[src/rtl/ibuff_align_ctrl_pkg.sv]
// Shared frontend definitions: parcel width, compressed-detect rule and
// the instruction-length encoding that predecode also uses.
package ibuff_align_ctrl_pkg;

    localparam int PARCEL_W = 16;

    typedef logic [PARCEL_W-1:0] parcel_t;

    typedef enum logic {
        ILEN_16 = 1'b0,
        ILEN_32 = 1'b1
    } inst_len_e;

    function automatic logic is_compressed(input parcel_t p);
        return p[1:0] != 2'b11;
    endfunction

    function automatic inst_len_e inst_len(input parcel_t p);
        return is_compressed(p) ? ILEN_16 : ILEN_32;
    endfunction

endpackage

[src/rtl/ibuff_align_ctrl_parcel_fifo.sv]
// Circular parcel buffer: up to two parcels pushed and one or two popped
// per cycle, with the two head entries exposed for decode.
module ibuff_align_ctrl_parcel_fifo
    import ibuff_align_ctrl_pkg::*;
#(
    parameter int QDEPTH = 8,
    localparam int AW = $clog2(QDEPTH),
    localparam int CW = AW + 1
) (
    input  logic          clk_i,
    input  logic          rst_ni,
    input  logic          clr_i,
    input  logic [1:0]    push_n_i,
    input  parcel_t       push_a_i,
    input  parcel_t       push_b_i,
    input  logic          pop_i,
    input  logic          pop_two_i,
    output parcel_t       head0_o,
    output parcel_t       head1_o,
    output logic [CW-1:0] count_o
);

    parcel_t       mem_q [QDEPTH];
    parcel_t       mem_d [QDEPTH];
    logic [AW-1:0] head_q, head_d;
    logic [AW-1:0] tail_q, tail_d;
    logic [CW-1:0] count_q, count_d;
    logic [AW-1:0] head_p1;
    logic [AW-1:0] tail_p1;
    logic [1:0]    pop_n;

    assign head_p1 = head_q + AW'(1);
    assign tail_p1 = tail_q + AW'(1);
    assign pop_n   = !pop_i ? 2'd0 : (pop_two_i ? 2'd2 : 2'd1);

    assign head0_o = mem_q[head_q];
    assign head1_o = mem_q[head_p1];
    assign count_o = count_q;

    always_comb begin
        mem_d   = mem_q;
        head_d  = head_q;
        tail_d  = tail_q;
        count_d = count_q;
        if (clr_i) begin
            head_d  = '0;
            tail_d  = '0;
            count_d = '0;
        end else begin
            if (push_n_i != 2'd0) begin
                mem_d[tail_q] = push_a_i;
            end
            if (push_n_i == 2'd2) begin
                mem_d[tail_p1] = push_b_i;
            end
            tail_d  = tail_q + AW'(push_n_i);
            head_d  = head_q + AW'(pop_n);
            count_d = count_q + CW'(push_n_i) - CW'(pop_n);
        end
    end

    always_ff @(posedge clk_i or negedge rst_ni) begin
        if (!rst_ni) begin
            for (int i = 0; i < QDEPTH; i++) begin
                mem_q[i] <= '0;
            end
            head_q  <= '0;
            tail_q  <= '0;
            count_q <= '0;
        end else begin
            mem_q   <= mem_d;
            head_q  <= head_d;
            tail_q  <= tail_d;
            count_q <= count_d;
        end
    end

endmodule

[src/rtl/ibuff_align_ctrl.sv]
// Parcel-aligning instruction buffer between fetch and predecode:
// queues fetch parcels and issues one 16- or 32-bit instruction per cycle.
module ibuff_align_ctrl
    import ibuff_align_ctrl_pkg::*;
#(
    parameter int              XLEN     = 32,
    parameter int              QDEPTH   = 8,
    parameter logic [XLEN-1:0] RESET_PC = '0
) (
    input  logic            clk,
    input  logic            rst,
    input  logic            flush,
    input  logic [XLEN-1:0] flush_pc,
    input  logic            fetch_valid,
    input  logic [31:0]     fetch_data,
    output logic            fetch_ready,
    output logic            out_valid,
    input  logic            out_ready,
    output logic [31:0]     out_inst,
    output logic [XLEN-1:0] out_pc,
    output logic            out_compressed
);

    localparam int CW = $clog2(QDEPTH) + 1;

    logic [XLEN-1:0] pc_q, pc_d;
    logic            skip_lo_q, skip_lo_d;
    logic [CW-1:0]   count;
    parcel_t         h0, h1;
    logic            need2;
    logic            push_fire;
    logic            pop_fire;
    logic [1:0]      push_n;
    parcel_t         push_a;
    logic            unused_flush_pc0;

    assign unused_flush_pc0 = flush_pc[0];

    assign need2       = (inst_len(h0) == ILEN_32);
    assign fetch_ready = !flush && (count <= CW'(QDEPTH - 2));
    assign out_valid   = !flush && (count >= CW'(1))
                         && (!need2 || count >= CW'(2));

    assign push_fire = fetch_valid && fetch_ready;
    assign pop_fire  = out_valid && out_ready;

    // After a redirect to a half-word target the low parcel is not part
    // of the stream, so only the upper parcel of that fetch is queued.
    assign push_n = !push_fire ? 2'd0 : (skip_lo_q ? 2'd1 : 2'd2);
    assign push_a = skip_lo_q ? fetch_data[31:16] : fetch_data[15:0];

    ibuff_align_ctrl_parcel_fifo #(
        .QDEPTH (QDEPTH)
    ) u_fifo (
        .clk_i     (clk),
        .rst_ni    (rst),
        .clr_i     (flush),
        .push_n_i  (push_n),
        .push_a_i  (push_a),
        .push_b_i  (fetch_data[31:16]),
        .pop_i     (pop_fire),
        .pop_two_i (need2),
        .head0_o   (h0),
        .head1_o   (h1),
        .count_o   (count)
    );

    always_comb begin
        out_inst       = '0;
        out_compressed = 1'b1;
        if (out_valid) begin
            out_compressed = !need2;
            out_inst       = need2 ? {h1, h0} : {16'h0, h0};
        end
    end

    assign out_pc = pc_q;

    always_comb begin
        pc_d      = pc_q;
        skip_lo_d = skip_lo_q;
        if (flush) begin
            pc_d      = {flush_pc[XLEN-1:1], 1'b0};
            skip_lo_d = flush_pc[1];
        end else begin
            if (pop_fire) begin
                pc_d = pc_q + (need2 ? XLEN'(4) : XLEN'(2));
            end
            if (push_fire) begin
                skip_lo_d = 1'b0;
            end
        end
    end

    always_ff @(posedge clk or negedge rst) begin
        if (!rst) begin
            pc_q      <= RESET_PC;
            skip_lo_q <= 1'b0;
        end else begin
            pc_q      <= pc_d;
            skip_lo_q <= skip_lo_d;
        end
    end

endmodule

[config.mk]
export PLATFORM = sky130hd
export DESIGN_NAME = ibuff_align_ctrl
export DESIGN_NICKNAME = d
export VERILOG_FILES = /design/src/rtl/ibuff_align_ctrl_pkg.sv /design/src/rtl/ibuff_align_ctrl_parcel_fifo.sv /design/src/rtl/ibuff_align_ctrl.sv
export SDC_FILE = /design/constraint.sdc
export NUM_CORES = 1
export LEC_CHECK = 0
export ABC_AREA = 1
export ABC_CLOCK_PERIOD_IN_PS = 2800
export BUFFER_PORTS_ARGS = -buffer_cell sky130_fd_sc_hd__buf_2
export CORE_AREA = 5 5 168 170
export CTS_CLUSTER_DIAMETER = 40
export DETAILED_ROUTE_END_ITERATION = 6
export DIE_AREA = 0 0 173 175
export HOLD_SLACK_MARGIN = 0.08
export PLACE_DENSITY = 0.77
export SLEW_MARGIN = 20
export SYNTH_ARGS = -nofsm -noshare
export SYNTH_HDL_FRONTEND = slang
export SYNTH_SLANG_ARGS = --single-unit
[constraint.sdc]
create_clock -name clk -period 2.8 [get_ports clk]
set_input_delay 0.56 -clock clk [delete_from_list [all_inputs] [get_ports clk]]
set_output_delay 0.56 -clock clk [all_outputs]
set_load 0.1 [all_outputs]
==> results by group, run 1 <==
Status
  • Outcome: complete, but fails checks
  • Failing checks: negative setup slack

Finish
  • Total number of nets in the final design: 2,664
  • Share of cells above drive strength 1: 17.5%
  • Antenna fix cells: 0
  • Post-route cell area: 17,900 um2
  • Area growth from synthesis to layout: 25.2%
  • Number of standard cells in the layout, taps in and fillers out: 2,932

Worst setup path
  • Data required time of the worst path: 2240 ps
  • Crit. End Element: output pin
  • Total stage count of the critical path: 10
  • Number of buffers and inverters on the critical path: 5
  • Top delay family on crit path: buffers and inverters
  • Worst r2r src: u_fifo.head_q[0]
  • Logic depth of the worst register-to-register path: 19
  • Highest fanout seen on the critical path: 8
  • Critical Path Source Type: flop
  • Timing startpoint of the critical path: u_fifo.head_q[0]
  • Worst-path cell chain: buf_8, ha_4, inv_8, buf_12, buf_6, o21ai_4, a21oi_2, o32ai_4, nor2_4, buf_12
  • Standard cell with the maximum stage delay on the critical path: dfrtp_4
  • Most used cell, CP: buf_12
  • Largest stage delay on the critical path: about 500 ps
  • Startpoint-to-endpoint class of the critical path: flop to output pin
  • WP data arrival: 2470 ps

Power and ir drop
  • Total leakage power: 8.53 nW
  • Part of the total power dissipated in combinational logic: 64.0%
  • Peak supply drop: about 0.95 mV
  • Sw Ratio: 53.7%
  • PnR Total Power: between 15 and 20 mW
  • Internal power contribution: 8.33 mW
  • Total power per unit cell area: 1010 nW/um2
  • Sequential share of power: 22.2%
  • Clock power frac: about 14%
  • Psw: around 9.7 mW

Die
  • I/O pin count: between 100 and 150
  • Initial standard-cell utilization of the core: a little over half
  • Cell row count: 60
  • Horizontal extent of the die: 173 um
  • Height of the chip: 175 um
  • Core Footprint: 26,600 um2
  • Total die area: 30,300 um2

GRT
  • Via count of the first global-routing pass: 16,000
  • Congestion Overflow GR: 0
  • Antenna violations before repair: 3
  • First-pass GRT wire length: 85.0 mm
  • Tot GR Track Use: 34.8%
  • Largest net degree at the start of global routing: 66

Place
  • Gpl congestion: 0.957
  • HPWL reported at the end of detailed placement: 36.0 mm
  • Post-placement cell count: 2,886
  • DP Area: 16,200 um2
  • IO buf count: 133

Clock tree
  • Inserted Clock Buffers: 17
  • Insertion delay to the later sink of the worst-skew pair: 450 ps
  • CTS max path bufs: 2
  • Number of hold buffers added after cts: 0
  • Clock slew seen by the registers of the worst setup and hold paths: 80 ps
  • Maximum level of the CTS H-tree: 4
  • CTS root buf: clkbuf_16
  • CTS sink cnt: 170
  • TritonCTS clock tree: yes

Hold path
  • Min-Delay Path Class: primary input to asynchronous set/reset pin

Synthesis
  • Post-synthesis sequential area ratio: around 30%
  • Count of mapped cells out of synthesis: 2,458
  • Yosys warns: 0
  • Post-synth design cell area: 14,300 um2
  • Area share of the largest cell type after synthesis: ~30%
  • Mapped Nets: between 2,000 and 3,000
  • Flip-flop and latch count after synthesis: 170
  • Area contributors post-synth: dfrtp_1 30%, nand2_1 27%, o21ai_0 12%
  • Mean area per synthesized cell: 5.81 um2
  • Library cell occupying the most area in the post-synthesis netlist: dfrtp_1
  • Number of distinct library cell variants in the gate-level netlist after synthesis: 38

Detailed routing
  • Residual DRC: 0
  • Average wire per standard cell: roughly 19 um
  • Number of optimization iterations in the first detailed-route pass: 6
  • Number of vias after detailed routing: 17,300
  • Via-to-Cell Ratio: 5.89
  • Violation count after the first detailed-route iteration: ~2,200
  • Antenna-violating nets left: 0
  • Routed wire length: ~55 mm

STA
  • Number of slew-limit violations in the final report: 0
  • Final setup viols: 37
  • Min Clock Period, post-route: 3030 ps
  • Setup repair after global routing missed its margin: true
  • Measured slew at the worst slew-check pin: a little under 900 ps
  • Number of endpoints with negative hold slack in the final report: 0
  • Final worst path period share: 108%
  • Min setup slack post-route: -235 ps
  • Slew HR: between 40% and 50%
  • Layout Skew: 17.5 ps
  • Upper clock frequency limit: between 300 and 400 MHz

Job
  • Reported max-cap violation count: 0
per-stage QoR:
step / hold slack [ps] / utilization [%] / setup TNS, ps / worst slack [ps]
after global routing: 107 / 67.3 / -10580 / -268
after global placement: 547 / 61.0 / -388 / -64.3
final: 64.5 / 67.3 / -5290 / -235
after floorplan: 264 / - / -5030 / -360
after detailed placement: 544 / 61.0 / -1300 / -114
after CTS: 93.3 / 65.6 / -3240 / -168
area by class of cell:
type	instances	area [um2]
clock buffer	18	439
clock inverter	14	146
fill	2336	8700
inverter	177	692
multi-input combinational	1956	9470
sequential	170	4260
tap	341	427
timing repair buffer	255	2440
timing repair inverter	1	11.3
kinds of logic (layout without fill, tap and decap cells):
group                    count (synthesis)  after routing  synth area share, %
AO/OA/AOI/OAI                          622            622                 22.4
XOR/XNOR                                14             14                0.859
adder cells (fa/ha/maj)                 17             17                 1.75
other                                    1              1               0.0263
flip-flops                             170            170                 29.8
buffers and inverters                  332            465                 9.53
AND/OR/NAND/NOR                       1302           1302                 35.6
power by group through the flow:
stage               registers, mW  clock network [mW]  logic (mW)
finish                       4.00                2.48        11.5
global route                 4.10                2.58        12.4
CTS                          3.95                2.45        10.7
detailed placement           3.97                   0        9.86
global placement             3.95                   0        9.61
floorplan                    4.73                   0        6.05
timing repair:
action / in CTS / in global routing
cloned: 2 / 2
buffers inserted: 9 / 7
resized for setup: 144 / 115
pin swaps: 20 / 51
endpoints found under the setup margin: 51 / 63
worst reg2reg max path, stage by stage (launching register included):
cell	delay, ps
dfrtp_4	500
buf_6	150
inv_8	60
nand2_1	70
nand3_2	70
nand2_1	60
nand2_1	70
nand2_2	100
inv_2	100
nor2_4	40
buf_6	130
nand3_4	60
inv_2	40
fa_1	490
inv_2	40
ha_1	270
a21o_1	190
a21oi_2	150
o21ai_1	80
a21oi_1	150
final timing paths:
check	end	slack, ps
min in group clk	skip_lo_q	370
worst max register to register	u_fifo.count_o[3]	-90
worst min register to register	out_pc[31]	590
max in group asynchronous	u_fifo.mem_q[44]	1830
worst max-delay path	out_inst[29]	-230
worst min-delay path	u_fifo.mem_q[111]	60
synth_stat cells, drive strengths merged:
cell type  number
o21bai          3
inv           177
nand3          72
xor2            8
nand4           5
conb            1
buf            74
ha             12
a21oi         114
nand2        1038
clkbuf         81
nor2          173
dfrtp         170
nand3b          3
a31oi           5
and3            1
o21ai         477
nor3            6
o32ai          15
a211oi          1
o31ai           1
a21o            1
or2             4
a22oi           5
fa              5
xnor2           6
state kept, by name, summed over array words and instances (netlist names):
name and count:
out_pc 31, skip_lo_q 1, u_fifo.count_o 4, u_fifo.mem_q 128, u_fifo.head_q 3, u_fifo.tail_q 3
metal layers:
layer  up-vias  GRT usage, %  share of wire (%)
met3       241          7.51                 11
met2      1023          54.6                 45
met5         -             0              0.049
met1      7895          45.8                 39
met4         4          16.6                5.5
li1       8121             -                  -
cells in the final DEF (no fill, tap or decap), drive strengths merged, types with 3 or more instances in the layout:
cell type	Yosys	routed
a31oi	5	5
nand4	5	5
nand2	1038	1038
o21bai	3	3
nor2	173	173
o32ai	15	15
inv	177	185
a21oi	114	114
buf	74	253
clkinv	0	5
dfrtp	170	170
fa	5	5
a22oi	5	5
xnor2	6	6
nor3	6	6
or2	4	4
o21ai	477	477
ha	12	12
clkbuf	81	20
nand3b	3	3
nand3	72	72
xor2	8	8
Note: power is estimated with default switching activity, not from simulation.
==> inputs of run 2 (changes only) <==
--- a/config.mk
+++ b/config.mk
@@ -5,15 +5,16 @@
 export SDC_FILE = /design/constraint.sdc
 export NUM_CORES = 1
 export LEC_CHECK = 0
-export ABC_AREA = 1
+export ABC_AREA = 0
 export ABC_CLOCK_PERIOD_IN_PS = 2800
 export BUFFER_PORTS_ARGS = -buffer_cell sky130_fd_sc_hd__buf_2
-export CORE_AREA = 5 5 168 170
+export CORE_AREA = 5 5 147 149
 export CTS_CLUSTER_DIAMETER = 40
 export DETAILED_ROUTE_END_ITERATION = 6
-export DIE_AREA = 0 0 173 175
+export DIE_AREA = 0 0 152 154
 export HOLD_SLACK_MARGIN = 0.08
-export PLACE_DENSITY = 0.77
+export PLACE_DENSITY = 0.76
+export SKIP_LAST_GASP = 1
 export SLEW_MARGIN = 20
 export SYNTH_ARGS = -nofsm -noshare
 export SYNTH_HDL_FRONTEND = slang
==> results by group, run 2 <==
Detailed routing
  • Number of vias after detailed routing: between 9,000 and 10,000
  • Violation count after the first detailed-route iteration: between 1,000 and 1,500
  • Routed wire length: ~38 mm
  • Number of optimization iterations in the first detailed-route pass: 6
  • Via-to-Cell Ratio: 6.87
  • Average wire per standard cell: 26.6 um
  • Antenna-violating nets left: 0
  • Residual DRC: 0

STA
  • Upper clock frequency limit: around 310 MHz
  • Number of slew-limit violations in the final report: 0
  • Setup repair after global routing missed its margin: true
  • Min Clock Period, post-route: 3200 ps
  • Number of endpoints with negative hold slack in the final report: 0
  • Slew HR: 36.6%
  • Layout Skew: roughly 10 ps
  • Final setup viols: 64
  • Hold_ws: 339 ps
  • Final worst path period share: 114%
  • Min setup slack post-route: -397 ps
  • Measured slew at the worst slew-check pin: around 920 ps

Clock tree
  • Maximum level of the CTS H-tree: 4
  • CTS max path bufs: 2
  • CTS root buf: clkbuf_16
  • TritonCTS clock tree: yes
  • Inserted Clock Buffers: 17
  • Clock slew seen by the registers of the worst setup and hold paths: 70 ps
  • CTS sink cnt: 170
  • Insertion delay to the later sink of the worst-skew pair: 440 ps

Worst setup path
  • End of the worst register-to-register path: out_pc[21]
  • Highest fanout seen on the critical path: 7
  • Critical Path Source Type: flop
  • Data required time of the worst path: 2240 ps
  • Worst r2r src: u_fifo.head_q[0]
  • Crit. End Element: output pin
  • Logic depth of the worst register-to-register path: 13
  • Timing startpoint of the critical path: u_fifo.head_q[0]
  • Timing endpoint of the critical path: out_inst[11]
  • WP data arrival: 2640 ps
  • Minimum setup slack among reg-to-reg paths: -370 ps
  • Startpoint-to-endpoint class of the critical path: flop to output pin

Place
  • DP Area: roughly 13,000 um2
  • HPWL reported at the end of detailed placement: about 23 mm
  • Post-placement cell count: 1,376
  • Gpl congestion: roughly 0.93
  • Setup slack after placement: -400 ps
  • IO buf count: 133

Finish
  • Number of standard cells in the layout, taps in and fillers out: 1,439
  • Most frequent cells in the layout: 169 x dfrtp_1, 165 x nand2_1, 128 x o221a_2
  • Largest reg by FF count: u_fifo.mem_q
  • Total number of nets in the final design: between 1,000 and 1,500
  • Area growth from synthesis to layout: 37.4%
  • Share of cells above drive strength 1: 53.8%
  • Post-route cell area: 14,300 um2
  • Most common cell after layout, fill and taps aside: dfrtp_1
  • FILL cells: 1,313
  • Largest register FFs: 128

GRT
  • Via count of the first global-routing pass: roughly 10,000
  • Tot GR Track Use: between 30% and 40%
  • Congestion Overflow GR: 0
  • Antenna violations before repair: 1
  • Largest net degree at the start of global routing: 60
  • First-pass GRT wire length: around 58 mm

Synthesis
  • Mean area per synthesized cell: 11.0 um2
  • Post-synth design cell area: 10,400 um2
  • Fraction of synthesis flops using an asynchronous set or reset pin: 100%
  • Yosys warns: 0
  • Number of enable flip-flop cells after synthesis: 0
  • Number of distinct library cell variants in the gate-level netlist after synthesis: 58
  • Area share of the largest cell type after synthesis: roughly 40%
  • Area contributors post-synth: dfrtp_1 41%, mux4_2 14%, o221a_2 14%
  • Post-synthesis sequential area ratio: 40.8%
  • Flip-flop and latch count after synthesis: 170
  • Most used standard cells in the synthesized netlist: 190 x nand2_1, 170 x dfrtp_1, 128 x o221a_2, 64 x mux4_2, 40 x clkbuf_1
  • Cell with the most instances after synthesis: nand2_1
  • Mapped Nets: 1,032
  • Synth Flop Type: dfrtp_1
  • Count of mapped cells out of synthesis: 946
  • Library cell occupying the most area in the post-synthesis netlist: dfrtp_1

Die
  • Core Footprint: 20,000 um2
  • I/O pin count: 136
  • Height of the chip: ~150 um
  • Cell row count: 52
  • Total die area: 23,400 um2
  • Initial standard-cell utilization of the core: 52.1%
  • Horizontal extent of the die: 152 um

Status
  • Outcome: complete, but fails checks
  • Failing checks: negative setup slack

Power and ir drop
  • Total leakage power: 5.76 nW
  • Total power per unit cell area: 1080 nW/um2
  • Peak supply drop: 0.484 mV

Job
  • Reported max-cap violation count: 0

Hold path
  • Min-Delay Path Class: primary input to flop
==> run 2: changes by cell type in the layout (fill, tap and decap cells not counted), sizes merged, moves of 9 or more <==
cell | before | now
nand2 | 1038 | 190
o21ai | 477 | 25
inv | 185 | 24
nor2 | 173 | 38
o221a | 0 | 128
a21oi | 114 | 28
mux4 | 0 | 64
nand3 | 72 | 29
mux2i | 0 | 34
buf | 253 | 271
o32ai | 15 | 0
xnor2 | 6 | 18
nor2b | 0 | 10
a211oi | 1 | 10
==> run 2: cells by family after synthesis <==
family	share of synthesized area, %
AND/OR/NAND/NOR	12.5
AO/OA/AOI/OAI	19.7
XOR/XNOR	2.35
multiplexers	18.2
other	0.0359
adder cells (fa/ha/maj)	2.40
buffers and inverters	4.11
flip-flops	40.8
==> run 2: worst min-delay path by stage <==
stage,start,endpoint,cells past startpoint
final,flush_pc[24],out_pc[24],3
after global routing,flush_pc[27],out_pc[27],3
after CTS,flush_pc[11],out_pc[11],3
after detailed placement,rst,out_pc[9],1
after global placement,rst,out_pc[9],1
after floorplan,rst,out_pc[10],0
==> run 2: layout make-up <==
cell class	instances	area (um2)	area share, %
Clock inverter	10	116	0.812
Inverter	24	93.8	0.654
Tap cell	270	338	2.36
Multi-Input combinational cell	670	6540	45.6
Timing Repair Buffer	272	2530	17.7
Clock buffer	22	464	3.24
Sequential cell	170	4260	29.7
Antenna cell	1	2.50	0.0175
==> run 2: timing repair <==
item                                    in CTS  in global routing
gates cloned                                 7                  0
setup buffers                               15                 11
pin swaps                                   32                 33
hold endpoints to repair                    36                  0
endpoints found under the setup margin      62                 66
hold buffers                                 1                  0
resized for setup                           62                 52
==> run 2: worst max-delay path, cell delays in order, from the launching register on <==
cell and delay (ps):
dfrtp_4 500, mux4_2 550, mux2i_4 210, nor2_4 60
buf_6 140, o21ai_4 140, nand2_4 120, buf_12 190
nor2_4 110, buf_12 180
==> run 2: routing by layer <==
| metal | global-route usage [%] | vias up | share of wire [%] |
|---|---|---|---|
| met1 | 39.3 | 4877 | 35 |
| met3 | 8.74 | 185 | 12 |
| met5 | 0 | - | 0 |
| met4 | 17.5 | 0 | 5.8 |
| met2 | 50.7 | 809 | 47 |
| li1 | - | 4015 | - |
==> run 2: where the power goes <==
| part | switching, mW | leakage (nW) | total (mW) | internal, mW |
|---|---|---|---|---|
| Sequential | 0.740 | 2.13 | 3.96 | 3.22 |
| Combinational | 4.99 | 3.35 | 9.12 | 4.13 |
| Clock | 1.02 | 0.280 | 2.39 | 1.36 |
==> run 2: through the flow <==
stage / power (mW) / utilization, % / setup TNS, ps
2_1_floorplan: 9.34 / - / -16620
3_3_place_gp: 11.7 / 64.6 / -3450
3_5_place_dp: 11.9 / 64.6 / -4920
4_1_cts: 15.1 / 70.3 / -16460
5_1_grt: 16.0 / 71.6 / -23600
6_report: 15.5 / 71.6 / -16740
